$ cat config.mk
export PLATFORM = sky130hd
export DESIGN_NAME = seg595_out
export DESIGN_NICKNAME = d
export VERILOG_FILES = /design/src/rtl/seg595_out.sv
export SDC_FILE = /design/constraint.sdc
export NUM_CORES = 1
export LEC_CHECK = 0
export CAP_MARGIN = 30
export CORE_MARGIN = 2
export CORE_UTILIZATION = 55
export DETAILED_ROUTE_END_ITERATION = 10
export PLACE_DENSITY_LB_ADDON = 0.15
export SYNTH_ARGS = -nofsm -noshare
export SYNTH_HDL_FRONTEND = slang
export SYNTH_SLANG_ARGS = --single-unit
$ cat constraint.sdc
create_clock -name CLK -period 4 [get_ports CLK]
set_clock_uncertainty 0.15 [all_clocks]
set_input_delay 0.8 -clock CLK [delete_from_list [all_inputs] [get_ports CLK]]
set_output_delay 0.8 -clock CLK [all_outputs]
set_load 0.03 [all_outputs]
$ cat src/rtl/seg595_out.sv
// Hex 7-segment encoder driving an external 74HC595 over SER/SRCLK/RCLK.
// Retransmits when the displayed value changes or when the refresh interval expires.
module seg595_out #(
    parameter int unsigned CLK_DIV        = 2,
    parameter int unsigned REFRESH_CYCLES = 1024,
    parameter bit          COMMON_ANODE   = 1'b0
) (
    input  logic       CLK,
    input  logic       n_RST,
    input  logic [3:0] O_IN,
    input  logic       DP,
    input  logic       EN,
    output logic       SER,
    output logic       SRCLK,
    output logic       RCLK,
    output logic       BUSY,
    output logic       DONE
);

    localparam logic [1:0] IDLE     = 2'd0;
    localparam logic [1:0] SHIFT_LO = 2'd1;
    localparam logic [1:0] SHIFT_HI = 2'd2;
    localparam logic [1:0] LATCH    = 2'd3;

    localparam logic [7:0] DIV_MAX = 8'(CLK_DIV - 1);
    localparam int         RW      = (REFRESH_CYCLES > 1) ? $clog2(REFRESH_CYCLES) : 1;
    localparam logic [RW-1:0] REF_MAX = RW'((REFRESH_CYCLES > 0) ? REFRESH_CYCLES - 1 : 0);
    localparam logic [7:0] POL     = COMMON_ANODE ? 8'hFF : 8'h00;

    function automatic logic [6:0] hex_seg(input logic [3:0] v);
        case (v)
            4'h0: hex_seg = 7'h3F;
            4'h1: hex_seg = 7'h06;
            4'h2: hex_seg = 7'h5B;
            4'h3: hex_seg = 7'h4F;
            4'h4: hex_seg = 7'h66;
            4'h5: hex_seg = 7'h6D;
            4'h6: hex_seg = 7'h7D;
            4'h7: hex_seg = 7'h07;
            4'h8: hex_seg = 7'h7F;
            4'h9: hex_seg = 7'h6F;
            4'hA: hex_seg = 7'h77;
            4'hB: hex_seg = 7'h7C;
            4'hC: hex_seg = 7'h39;
            4'hD: hex_seg = 7'h5E;
            4'hE: hex_seg = 7'h79;
            default: hex_seg = 7'h71;
        endcase
    endfunction

    logic [1:0]    state, state_nxt;
    logic [7:0]    div_cnt, div_cnt_nxt;
    logic [2:0]    bit_idx, bit_idx_nxt;
    logic [7:0]    shreg, shreg_nxt;
    logic [4:0]    last_sent, last_sent_nxt;
    logic          last_vld, last_vld_nxt;
    logic [RW-1:0] ref_cnt, ref_cnt_nxt;
    logic          ref_pend, ref_pend_nxt;
    logic [4:0]    cur;
    logic [7:0]    pat;
    logic          start, div_last, ref_tick, ser_nxt;

    assign cur      = {DP, O_IN};
    assign pat      = {DP, hex_seg(O_IN)} ^ POL;
    assign div_last = (div_cnt == DIV_MAX);
    assign start    = (state == IDLE) && EN && (!last_vld || (cur != last_sent) || ref_pend);
    assign ref_tick = (REFRESH_CYCLES != 0) && (ref_cnt == REF_MAX);

    always_comb begin
        state_nxt     = state;
        div_cnt_nxt   = div_cnt + 8'd1;
        bit_idx_nxt   = bit_idx;
        shreg_nxt     = shreg;
        last_sent_nxt = last_sent;
        last_vld_nxt  = last_vld;
        case (state)
            IDLE: begin
                div_cnt_nxt = '0;
                if (start) begin
                    state_nxt     = SHIFT_LO;
                    shreg_nxt     = pat;
                    last_sent_nxt = cur;
                    last_vld_nxt  = 1'b1;
                    bit_idx_nxt   = 3'd7;
                end
            end
            SHIFT_LO: if (div_last) begin
                state_nxt   = SHIFT_HI;
                div_cnt_nxt = '0;
            end
            SHIFT_HI: if (div_last) begin
                div_cnt_nxt = '0;
                if (bit_idx == 3'd0) begin
                    state_nxt = LATCH;
                end else begin
                    state_nxt   = SHIFT_LO;
                    bit_idx_nxt = bit_idx - 3'd1;
                end
            end
            default: if (div_last) begin
                state_nxt   = IDLE;
                div_cnt_nxt = '0;
            end
        endcase
        ser_nxt = ((state_nxt == SHIFT_LO) || (state_nxt == SHIFT_HI)) && shreg_nxt[bit_idx_nxt];
    end

    // A transfer start absorbs a refresh tick landing on the same edge.
    always_comb begin
        ref_cnt_nxt  = (REFRESH_CYCLES == 0 || ref_tick) ? '0 : ref_cnt + RW'(1);
        ref_pend_nxt = ref_pend;
        if (start)         ref_pend_nxt = 1'b0;
        else if (ref_tick) ref_pend_nxt = 1'b1;
    end

    // Pin outputs are registered from the next state so the 595 never sees decode glitches.
    always_ff @(posedge CLK or negedge n_RST) begin
        if (!n_RST) begin
            state     <= IDLE;
            div_cnt   <= '0;
            bit_idx   <= '0;
            shreg     <= '0;
            last_sent <= '0;
            last_vld  <= 1'b0;
            ref_cnt   <= '0;
            ref_pend  <= 1'b0;
            SER       <= 1'b0;
            SRCLK     <= 1'b0;
            RCLK      <= 1'b0;
            BUSY      <= 1'b0;
            DONE      <= 1'b0;
        end else begin
            state     <= state_nxt;
            div_cnt   <= div_cnt_nxt;
            bit_idx   <= bit_idx_nxt;
            shreg     <= shreg_nxt;
            last_sent <= last_sent_nxt;
            last_vld  <= last_vld_nxt;
            ref_cnt   <= ref_cnt_nxt;
            ref_pend  <= ref_pend_nxt;
            SER       <= ser_nxt;
            SRCLK     <= (state_nxt == SHIFT_HI);
            RCLK      <= (state_nxt == LATCH);
            BUSY      <= (state_nxt != IDLE);
            DONE      <= (state == LATCH) && div_last;
        end
    end

endmodule

Yosys cells after proc, flatten, opt, wreduce, memory -nomap -nowiden --
Memory sizes are Yosys's and may differ from the RTL's. Index checks and enable logic that the tools add are counted.
Storage, ports and cells: output and inout port bits 5, flip-flop bits (word level) 43, input bits 8, memories kept 1, memory bits (read-only) 112
Memory list:
- (no name shown) | words 16, bits a word 7, read ports 1, clocked after Yosys merged registers in 0, wr ports 0, line 31 | case (v)
Cells by class: equality and inequality tests 9, muxes and demuxes 19, $add $sub $neg 3, reduce and logical (&&, ||, !) cells 13, $lt $le $gt $ge 1
Operator list (number):
- two-way mux 8 bit | 4
- adder 10 x 1 -> 10 bit (second input constant) | 1
- equality test 10 bit (second input constant) | 1
- two-way mux 10 bit | 1
- two-way mux 2 bit | 5
- two-way mux 3 bit | 3
- adder 8 x 1 -> 8 bit (second input constant) | 1
- equality test 2 bit (second input constant) | 4
- equality test 8 x 1 -> 1 bit (second input constant) | 1
- case mux 2 bit (3 select lines) | 1
- case mux 3 bit (2 select lines) | 1
- != test 5 bit | 1
- equality test 2 x 1 -> 1 bit (second input constant) | 2
- logical AND 1 bit | 4
- less-than comparator 3 x 4 -> 1 bit (second input constant) | 1
- nonzero test 2 bit | 2
- binary-select mux 1 bit (select 3 bit) | 1
- logical NOT 3 bit | 1
- logical OR 1 bit | 3
- two-way mux 1 bit | 3
- subtractor 3 x 1 -> 3 bit (second input constant) | 1
- logical NOT 2 bit | 1
- AND reduction 2 bit | 1
- logical NOT 1 bit | 1

Logic depth before layout (Yosys ltp) --
Gate-level depths: netlist of run 1.
depth in word-level cells 9, gate-level depth with buffers 8, depth with buffers taken out 8

Least setup slack after synthesis of run 1 --
No wires, ideal clock.
path kind input port to flip-flop, from input EN, to register SER, setup time 0.126 ns, path slack 1.463 ns, arrival 2.261 ns, required time 3.724 ns, cell stages on the path 7, path buffers 1, path through or3b_1 > buf_2 > a21o_2 > and3_1 > or2_1 > ha_1 > o311a_1
On the way: longest elaborated chain between the ends 7
RTL lines:
- start, declared | line 12 | input logic EN,
- logical AND 1 bit * (2 in a row) | line 66 | assign start = (state == IDLE) && EN && (!last_vld || (cur != last_sent) || ref_pend);
- two-way mux 3 bit, or another cell as far along | line 79 | if (start) begin
- case mux 3 bit (2 select lines), or another cell as far along | line 76 | case (state)
- binary-select mux 1 bit (select 3 bit), or another cell as far along | line 105 | ser_nxt = ((state_nxt == SHIFT_LO) || (state_nxt == SHIFT_HI)) && shreg_nxt[bit_idx_nxt];
- two-way mux 1 bit (not written as such) or logical OR 1 bit (tied branches) | line 105
- logical AND 1 bit * | line 105
- named net ser_nxt | line 61 | logic start, div_last, ref_tick, ser_nxt;
- end signal, assigned | line 141 | SER <= ser_nxt;
- end, declared | line 13 | output logic SER,
Mark *: on every way through the listed nets, which the timed path passes. The rest lies on a longest branch. The select of a mux whose other input is x is not followed. A chain may end at the register's enable or synchronous reset.

Worst setup path in the final report of run 1 --
Ends and elaborated chain as after synthesis.

==> summary.log, run 1 <==
INFO  outcome        status=finished, final reports clean
INFO  sta            worst_pin_slew=0.5152ns
INFO  sta            final_hold_viol_count=0
INFO  synth          ys_dominant_reg_cell=dfrtp_1
INFO  sta            setup_total_negative_slack=0ns
INFO  synth          synth.yosys.seq_area_share=45.74%
INFO  power          pwr-share-seq=41.0%
INFO  critical_path  worst_setup_path_end_kind=register
INFO  sta            final.min_clock_period=2.984ns
INFO  sta            max_slew_violation_count=0
INFO  power          switching_share=35.77%
INFO  route          first_pass_iters=4
INFO  clock_network  cts.sink_count=43
INFO  critical_path  crit_required=4.04ns
INFO  synth          synth_area=2352squm
INFO  cells_and_area layoutNonFillerInstCount=297
INFO  cells_and_area filler_cell_count=341
INFO  floorplan      total_die_area=4816squm
INFO  grt            grt_pass1_wl=7.196mm
INFO  critical_path  critPathMaxFanout=17
INFO  cells_and_area post_layout_nets=266
INFO  critical_path  critical_path.cell_chain=clkdlybuf4s50_1 > or3b_1 > a21o_2 > and3_1 > or2_1 > ha_1 > o311a_1
INFO  cells_and_area seqCellArea=1076squm
INFO  synth          synth.top_cells.by_area=dfrtp_1, ha_1, xor2_1
INFO  hold_path      hold_path_class=input pin to asynchronous set/reset pin
INFO  critical_path  cpPeakStageDelay=0.55ns
INFO  placement      gp_congestion=0.8375
INFO  sta            rsz0062_at_grt=no
INFO  route          avgRoutedWirePerCell=13.61um
INFO  synth          yosys_warnings=0
INFO  critical_path  critical_path_class=input pin to register
INFO  synth          synth-seq-cells=43
INFO  placement      buffer_ports.inserted=12
INFO  clock_network  cts_resized=0
INFO  route          route.antenna.remaining_nets=0
INFO  clock_network  cts.clk_slew.worst_paths=0.09ns
INFO  power          internal-power=1.015mW
INFO  synth          yosysUniqueCellTypes=49
INFO  clock_network  tritoncts=built
INFO  clock_network  htree_levels=2
INFO  critical_path  path_buf_inv=1
INFO  cells_and_area antenna_cells_inserted=0
INFO  grt            globalRouteOverflowTotal=0
INFO  floorplan      fp.dieH=69.40um
INFO  synth          postSynth.asyncResetShare=100.0%
INFO  route          drt-initial-drc-count=63
INFO  critical_path  slowest_stage=or3b_1
INFO  cells_and_area drive_gt1_share=11.74%
INFO  floorplan      core_area=4058squm
INFO  grt            groute.usage.overall=18.58%
INFO  critical_path  arrival=3.02ns
INFO  clock_network  postCtsSetupBuffers=0
INFO  synth          synth_largest_type_area_fraction=45.74%
INFO  placement      dp.cells=288
INFO  power          clock_power_share=22.1%
INFO  clock_network  insertion_delay=0.30ns
INFO  route          post_route_drc_violation_count=0
INFO  floorplan      initial_core_util=57.97%
INFO  synth          syn-instance-count=231
INFO  clock_network  numCtsBuffers=5
INFO  sta            fmax=0.3351GHz
INFO  grt            grt_antenna_before_repair=0
INFO  critical_path  reg2reg_setup_slack=1.46ns
INFO  power          peakVddDrop=330.2uV
INFO  synth          syn-num-nets=251
INFO  cells_and_area postLayoutCoreUtil=65.16%
INFO  placement      dpl.hpwl=2.965mm
INFO  cells_and_area layout_overhead_on_the_synthesized_area=12.39%
INFO  clock_network  buffer_type_at_the_clock_tree_root=clkbuf_8
INFO  critical_path  timing.critical_path.from_type=input pin
INFO  flow_run       max-cap-violations=0
INFO  route          routed_wirelength=4.042mm
INFO  synth          number_of_flops_mapped_to_enable_cells_by_yosys=0
INFO  synth          synth_area_per_cell=10.18squm
INFO  grt            first_global_vias=1647
INFO  critical_path  cpLargestDelayFamily=simple AND/OR/NAND/NOR gates
INFO  synth          synth.largest_area_cell=dfrtp_1
INFO  route          dr_total_vias=1646
INFO  floorplan      boundaryPins=13
INFO  route          via_cell_ratio=5.542
INFO  cells_and_area area_of_combinational_cells_with_multiple_inputs=1196squm
INFO  sta            portion_of_the_clock_cycle_consumed_by_the_worst_path_in_the_final_layout=74.60%
INFO  sta            fin_worst_hold_slack=0.3139ns
INFO  floorplan      die_w=69.40um
INFO  sta            max_slew_margin=65.42%
INFO  clock_network  post_cts_hold_buffer_count=0
INFO  power          power_switching=565.4uW
INFO  sta            finish_stage_setup_viols=0
INFO  clock_network  ctsLongestPathBuffers=2
INFO  floorplan      std_cell_rows=23
INFO  power          power.share.combinational=36.9%
INFO  power          power_density_of_the_placed_cells=597.8nW/um^2
INFO  power          leakage=1.277nW
INFO  grt            pin_count_of_the_biggest_net_entering_global_routing=44
-- power by group through the flow --
stage               combinational, mW  sequential [mW]  clock (mW)
floorplan                       0.445            0.655           0
global placement                0.576            0.655           0
detailed placement              0.585            0.656           0
CTS                             0.587            0.648       0.356
global route                    0.659            0.666       0.371
finish                          0.584            0.648       0.349
-- worst register-to-register path, stage by stage, from the launching register on --
cell and delay, ns:
dfrtp_1 0.49, or3b_1 0.59, a21o_2 0.37, and3_1 0.18, or2_1 0.26, ha_1 0.30
o311a_1 0.10
-- flip-flops by register name, indices dropped and copies added (netlist names) --
name,count
BUSY,1
DONE,1
RCLK,1
SER,1
SRCLK,1
bit_idx,3
div_cnt,8
last_sent,5
last_vld,1
ref_cnt,10
ref_pend,1
shreg,8
state,2
-- logic make-up (layout without fill, tap and decap cells) --
family | count (synthesis) | after routing | synth area share, %
compound gates | 36 | 36 | 10.64
xor+xnor | 20 | 20 | 7.766
fa+ha+maj | 12 | 12 | 6.383
buf+inv | 19 | 35 | 3.404
flops | 43 | 43 | 45.74
mux | 9 | 9 | 4.362
simple gates | 92 | 92 | 21.70
-- through the flow --
| step | worst slack, ns | power [mW] | instance area (sq um) |
|---|---|---|---|
| after floorplan | 1.463 | 1.100 | 2352 |
| after global placement | 0.7241 | 1.231 | 2506 |
| after detailed placement | 0.7006 | 1.241 | 2506 |
| after CTS | 1.019 | 1.592 | 2624 |
| after global routing | 0.8910 | 1.696 | 2644 |
| final | 1.016 | 1.581 | 2644 |
-- cells in the mapped netlist, drive strengths merged, types with 4 or more instances --
cell,count
xnor2,8
a21oi,4
o21ai,13
xor2,12
nor2,27
inv,13
or2,5
mux2i,8
nand3,11
and3,9
ha,12
nand2,23
dfrtp,43
-- final timing paths --
| check | end | start | cells past startpoint |
|---|---|---|---|
| worst min-delay path | div_cnt[4] | n_RST | 2 |
| max in group asynchronous | bit_idx[0] | n_RST | 2 |
| worst max register to register | SER | state[0] | 6 |
| worst min register to register | last_vld | last_vld | 1 |
| worst max-delay path | SER | EN | 7 |
| min in group CLK | last_vld | last_vld | 1 |
-- final cells by class --
type | count | area share (%)
multi-input cells | 169 | 45.24
flip-flops and latches | 43 | 40.70
repair buffers | 14 | 5.395
clock buffers | 6 | 3.124
well taps | 50 | 2.366
inverters | 13 | 1.846
clock inverters | 2 | 1.325
-- per-layer routing --
| layer | global-route usage (%) | wire length, um |
|---|---|---|
| met1 | 23.80 | 1941 |
| met2 | 31.20 | 1935 |
| met3 | 4.360 | 114 |
| met4 | 5.882 | 51 |
| met5 | 0 | 0 |
-- layout by cell type (no fill, tap or decap), types with 2 or more instances in the layout --
master / netlist / routed
a211oi_1: 2 / 2
nor2_1: 27 / 27
nor4_4: 2 / 2
a21o_1: 2 / 2
nand3_1: 11 / 11
inv_1: 12 / 12
nor2b_1: 2 / 2
and3_2: 2 / 2
nor3_1: 3 / 3
o31ai_1: 3 / 3
clkbuf_8: 0 / 6
o211ai_1: 3 / 3
nand2_1: 23 / 23
clkdlybuf4s50_1: 0 / 11
or2_2: 4 / 4
a21oi_1: 4 / 4
ha_1: 12 / 12
xor2_1: 12 / 12
and3_1: 7 / 7
mux2i_1: 8 / 8
dfrtp_1: 43 / 43
o21ai_0: 12 / 12
xnor2_1: 7 / 7
Note: power is estimated with default switching activity, not from simulation.
==> inputs of run 2 (changes only) <==
==> constraint.sdc (replaced) <==
create_clock -name CLK -period 2.77 [get_ports CLK]
set_clock_uncertainty 0.15 [all_clocks]
set_input_delay 0.554 -clock CLK [delete_from_list [all_inputs] [get_ports CLK]]
set_output_delay 0.554 -clock CLK [all_outputs]
set_load 0.03 [all_outputs]
==> run 2 against run 1 <==
Routed wire length up 8.7%. Critical endpoint unchanged. Clock power up 42%. Critical path depth up 2. Largest power group unchanged.
==> summary.log, run 2 (synthesis gave the netlist of run 1 again) <==
INFO  floorplan      die_w=69.40um
INFO  cells_and_area drive_gt1_share=17.36%
INFO  cells_and_area postLayoutCoreUtil=68.12%
INFO  clock_network  ctsLongestPathBuffers=2
INFO  grt            first_global_vias=1720
INFO  critical_path  critical_path.startpoint=O_IN[0]
INFO  sta            max_slew_margin=64.89%
INFO  critical_path  cpPeakStageDelay=0.48ns
INFO  critical_path  crit_required=2.86ns
INFO  cells_and_area filler_cell_count=315
INFO  power          internal-power=1.499mW
INFO  route          post_route_drc_violation_count=0
INFO  floorplan      total_die_area=4816squm
INFO  route          routed_wirelength=4.395mm
INFO  cells_and_area post_layout_nets=284
INFO  sta            portion_of_the_clock_cycle_consumed_by_the_worst_path_in_the_final_layout=92.45%
INFO  clock_network  tritoncts=built
INFO  cells_and_area layout_overhead_on_the_synthesized_area=17.50%
INFO  cells_and_area most-common-layout-cells=dfrtp_1, nor2_1, nand2_1
INFO  placement      dpl.hpwl=3.266mm
INFO  placement      placed_area=2641squm
INFO  floorplan      boundaryPins=13
INFO  route          wl_met2=2.239mm
INFO  sta            final.min_clock_period=2.561ns
INFO  floorplan      fp.dieH=69.40um
INFO  cells_and_area largest_register_ff_count=10
INFO  route          via_cell_ratio=5.403
INFO  flow_run       max-cap-violations=0
INFO  critical_path  path_buf_inv=3
INFO  floorplan      initial_core_util=57.97%
INFO  grt            groute.usage.overall=20.10%
INFO  route          first_pass_iters=4
INFO  power          clock_power_share=21.1%
INFO  critical_path  critical_path.reg2reg.startpoint=div_cnt[1]
INFO  power          power_switching=851.2uW
INFO  cells_and_area layout.cells.most_common=dfrtp_1
INFO  grt            grt_antenna_before_repair=0
INFO  critical_path  timing.critical_path.from_type=input pin
INFO  route          top_layer_used_by_detailed_routing=met4
INFO  sta            finish_stage_setup_viols=0
INFO  critical_path  worst_setup_path_end_kind=register
INFO  critical_path  cpLargestDelayFamily=buffers and inverters
INFO  power          power_density_of_the_placed_cells=850.2nW/um^2
INFO  route          wl_met3=129um
INFO  route          route.antenna.remaining_nets=0
INFO  clock_network  cts.clk_slew.worst_paths=0.08ns
INFO  cells_and_area register_with_the_most_flip_flops=ref_cnt
INFO  power          switching_share=36.22%
INFO  clock_network  htree_levels=2
INFO  placement      buffer_ports.inserted=12
INFO  critical_path  critPathMaxFanout=4
INFO  critical_path  cp.depth=9
INFO  grt            grt_pass1_wl=7.645mm
INFO  cells_and_area antenna_cells_inserted=0
INFO  cells_and_area reg_top3=ref_cnt x10, div_cnt x8, shreg x8
INFO  power          leakage=1.355nW
INFO  critical_path  critical_path.cell_chain=clkdlybuf4s50_1 > inv_1 > ha_1 > inv_1 > mux4_2 > a211oi_1 > a211oi_2 > nor3_1 > o311a_1
INFO  critical_path  reg2reg_to=SER
INFO  hold_path      hold_path_class=register to register
INFO  critical_path  arrival=2.65ns
INFO  critical_path  cpMostUsedCell=inv_1
INFO  sta            setup_total_negative_slack=0ns
INFO  cells_and_area layoutNonFillerInstCount=315
INFO  cells_and_area final_design_area_no_fill=2764squm
INFO  sta            rsz0062_at_grt=no
INFO  floorplan      std_cell_rows=23
INFO  clock_network  cts.sink_count=43
INFO  placement      gp_congestion=0.8578
INFO  placement      dp.cells=306
INFO  clock_network  buffer_type_at_the_clock_tree_root=clkbuf_8
INFO  sta            worst_pin_slew=0.5231ns
INFO  grt            globalRouteOverflowTotal=0
INFO  power          pwr-share-seq=39.8%
INFO  sta            max_slew_violation_count=0
INFO  critical_path  reg2reg_setup_slack=0.30ns
INFO  sta            fmax=0.3905GHz
INFO  floorplan      core_area=4058squm
INFO  route          wirelength_met1=1.958mm
INFO  sta            final_hold_viol_count=0
INFO  outcome        status=finished, final reports clean
INFO  power          power.share.combinational=39.1%
INFO  critical_path  worst-r2r-cell-count=8
INFO  route          drt-initial-drc-count=129
INFO  grt            pin_count_of_the_biggest_net_entering_global_routing=32
INFO  sta            fin_worst_hold_slack=0.3179ns
INFO  power          peakVddDrop=378.7uV
INFO  critical_path  end_point_of_the_critical_path=SER
INFO  route          avgRoutedWirePerCell=13.95um
INFO  clock_network  insertion_delay=0.31ns
INFO  critical_path  critical_path_class=input pin to register
INFO  route          dr_total_vias=1702
INFO  critical_path  slowest_stage=clkdlybuf4s50_1
INFO  clock_network  numCtsBuffers=5
-- run 2: cell types whose count changed in the layout (fill, tap and decap cells not counted) --
| cell | change |
|---|---|
| buf_12 | -1 |
| clkinv_4 | +1 |
| dlygate4sd3_1 | +1 |
| buf_4 | +18 |
| clkbuf_8 | -1 |
-- run 2: power by group through the flow --
stage | logic (mW) | clock network, mW | registers (mW)
5_1_grt | 1.03 | 0.532 | 0.953
2_1_floorplan | 0.642 | 0 | 0.947
4_1_cts | 0.929 | 0.506 | 0.933
3_5_place_dp | 0.923 | 0 | 0.943
3_3_place_gp | 0.900 | 0 | 0.942
6_report | 0.919 | 0.495 | 0.935
-- run 2: how the worst min path moves through the flow --
stage	startpoint	to	slack [ns]	cells after the start
global route	ref_cnt[4]	ref_cnt[4]	0.36	1
CTS	last_vld	last_vld	0.32	1
floorplan	n_RST	BUSY	0.11	0
finish	last_vld	last_vld	0.32	1
detailed placement	last_vld	last_vld	0.30	1
global placement	last_vld	last_vld	0.29	1
-- run 2: layout make-up --
cell class | count | area (sq um) | area share, %
sequential | 43 | 1076 | 38.93
inverter | 13 | 48.80 | 1.766
clock buffer | 5 | 68.82 | 2.490
clock inverter | 3 | 43.79 | 1.584
tap | 50 | 62.56 | 2.263
multi-input combinational | 169 | 1196 | 43.28
timing repair buffer | 32 | 267.8 | 9.688
-- run 2: repair_timing --
item / CTS / global route
buffers inserted: 0 / 0
hold buffers: 1 / 0
resized for setup: 0 / 0
endpoints found under the hold margin: 12 / 0
-- run 2: through the flow --
step | power (mW) | worst slack, ns
after floorplan | 1.589 | 0.4791
after global placement | 1.842 | -0.05956
after detailed placement | 1.866 | -0.1132
after CTS | 2.368 | 0.2004
after global routing | 2.514 | 0.06106
final | 2.350 | 0.2092
-- run 2: layer usage --
layer | GRT usage (%) | vias up
met5 | 0 | -
met2 | 34.40 | 24
li1 | - | 861
met4 | 9.586 | 0
met1 | 23.79 | 810
met3 | 4.651 | 7
==> inputs of run 3 (changes only) <==
--- a/config.mk
+++ b/config.mk
@@ -5,7 +5,7 @@
 export SDC_FILE = /design/constraint.sdc
 export NUM_CORES = 1
 export LEC_CHECK = 0
-export CAP_MARGIN = 30
+export CAP_MARGIN = 0
 export CORE_MARGIN = 2
 export CORE_UTILIZATION = 55
 export DETAILED_ROUTE_END_ITERATION = 10
==> results of run 3 <==
Final layout, timing and power as in run 2 (identical DEF).
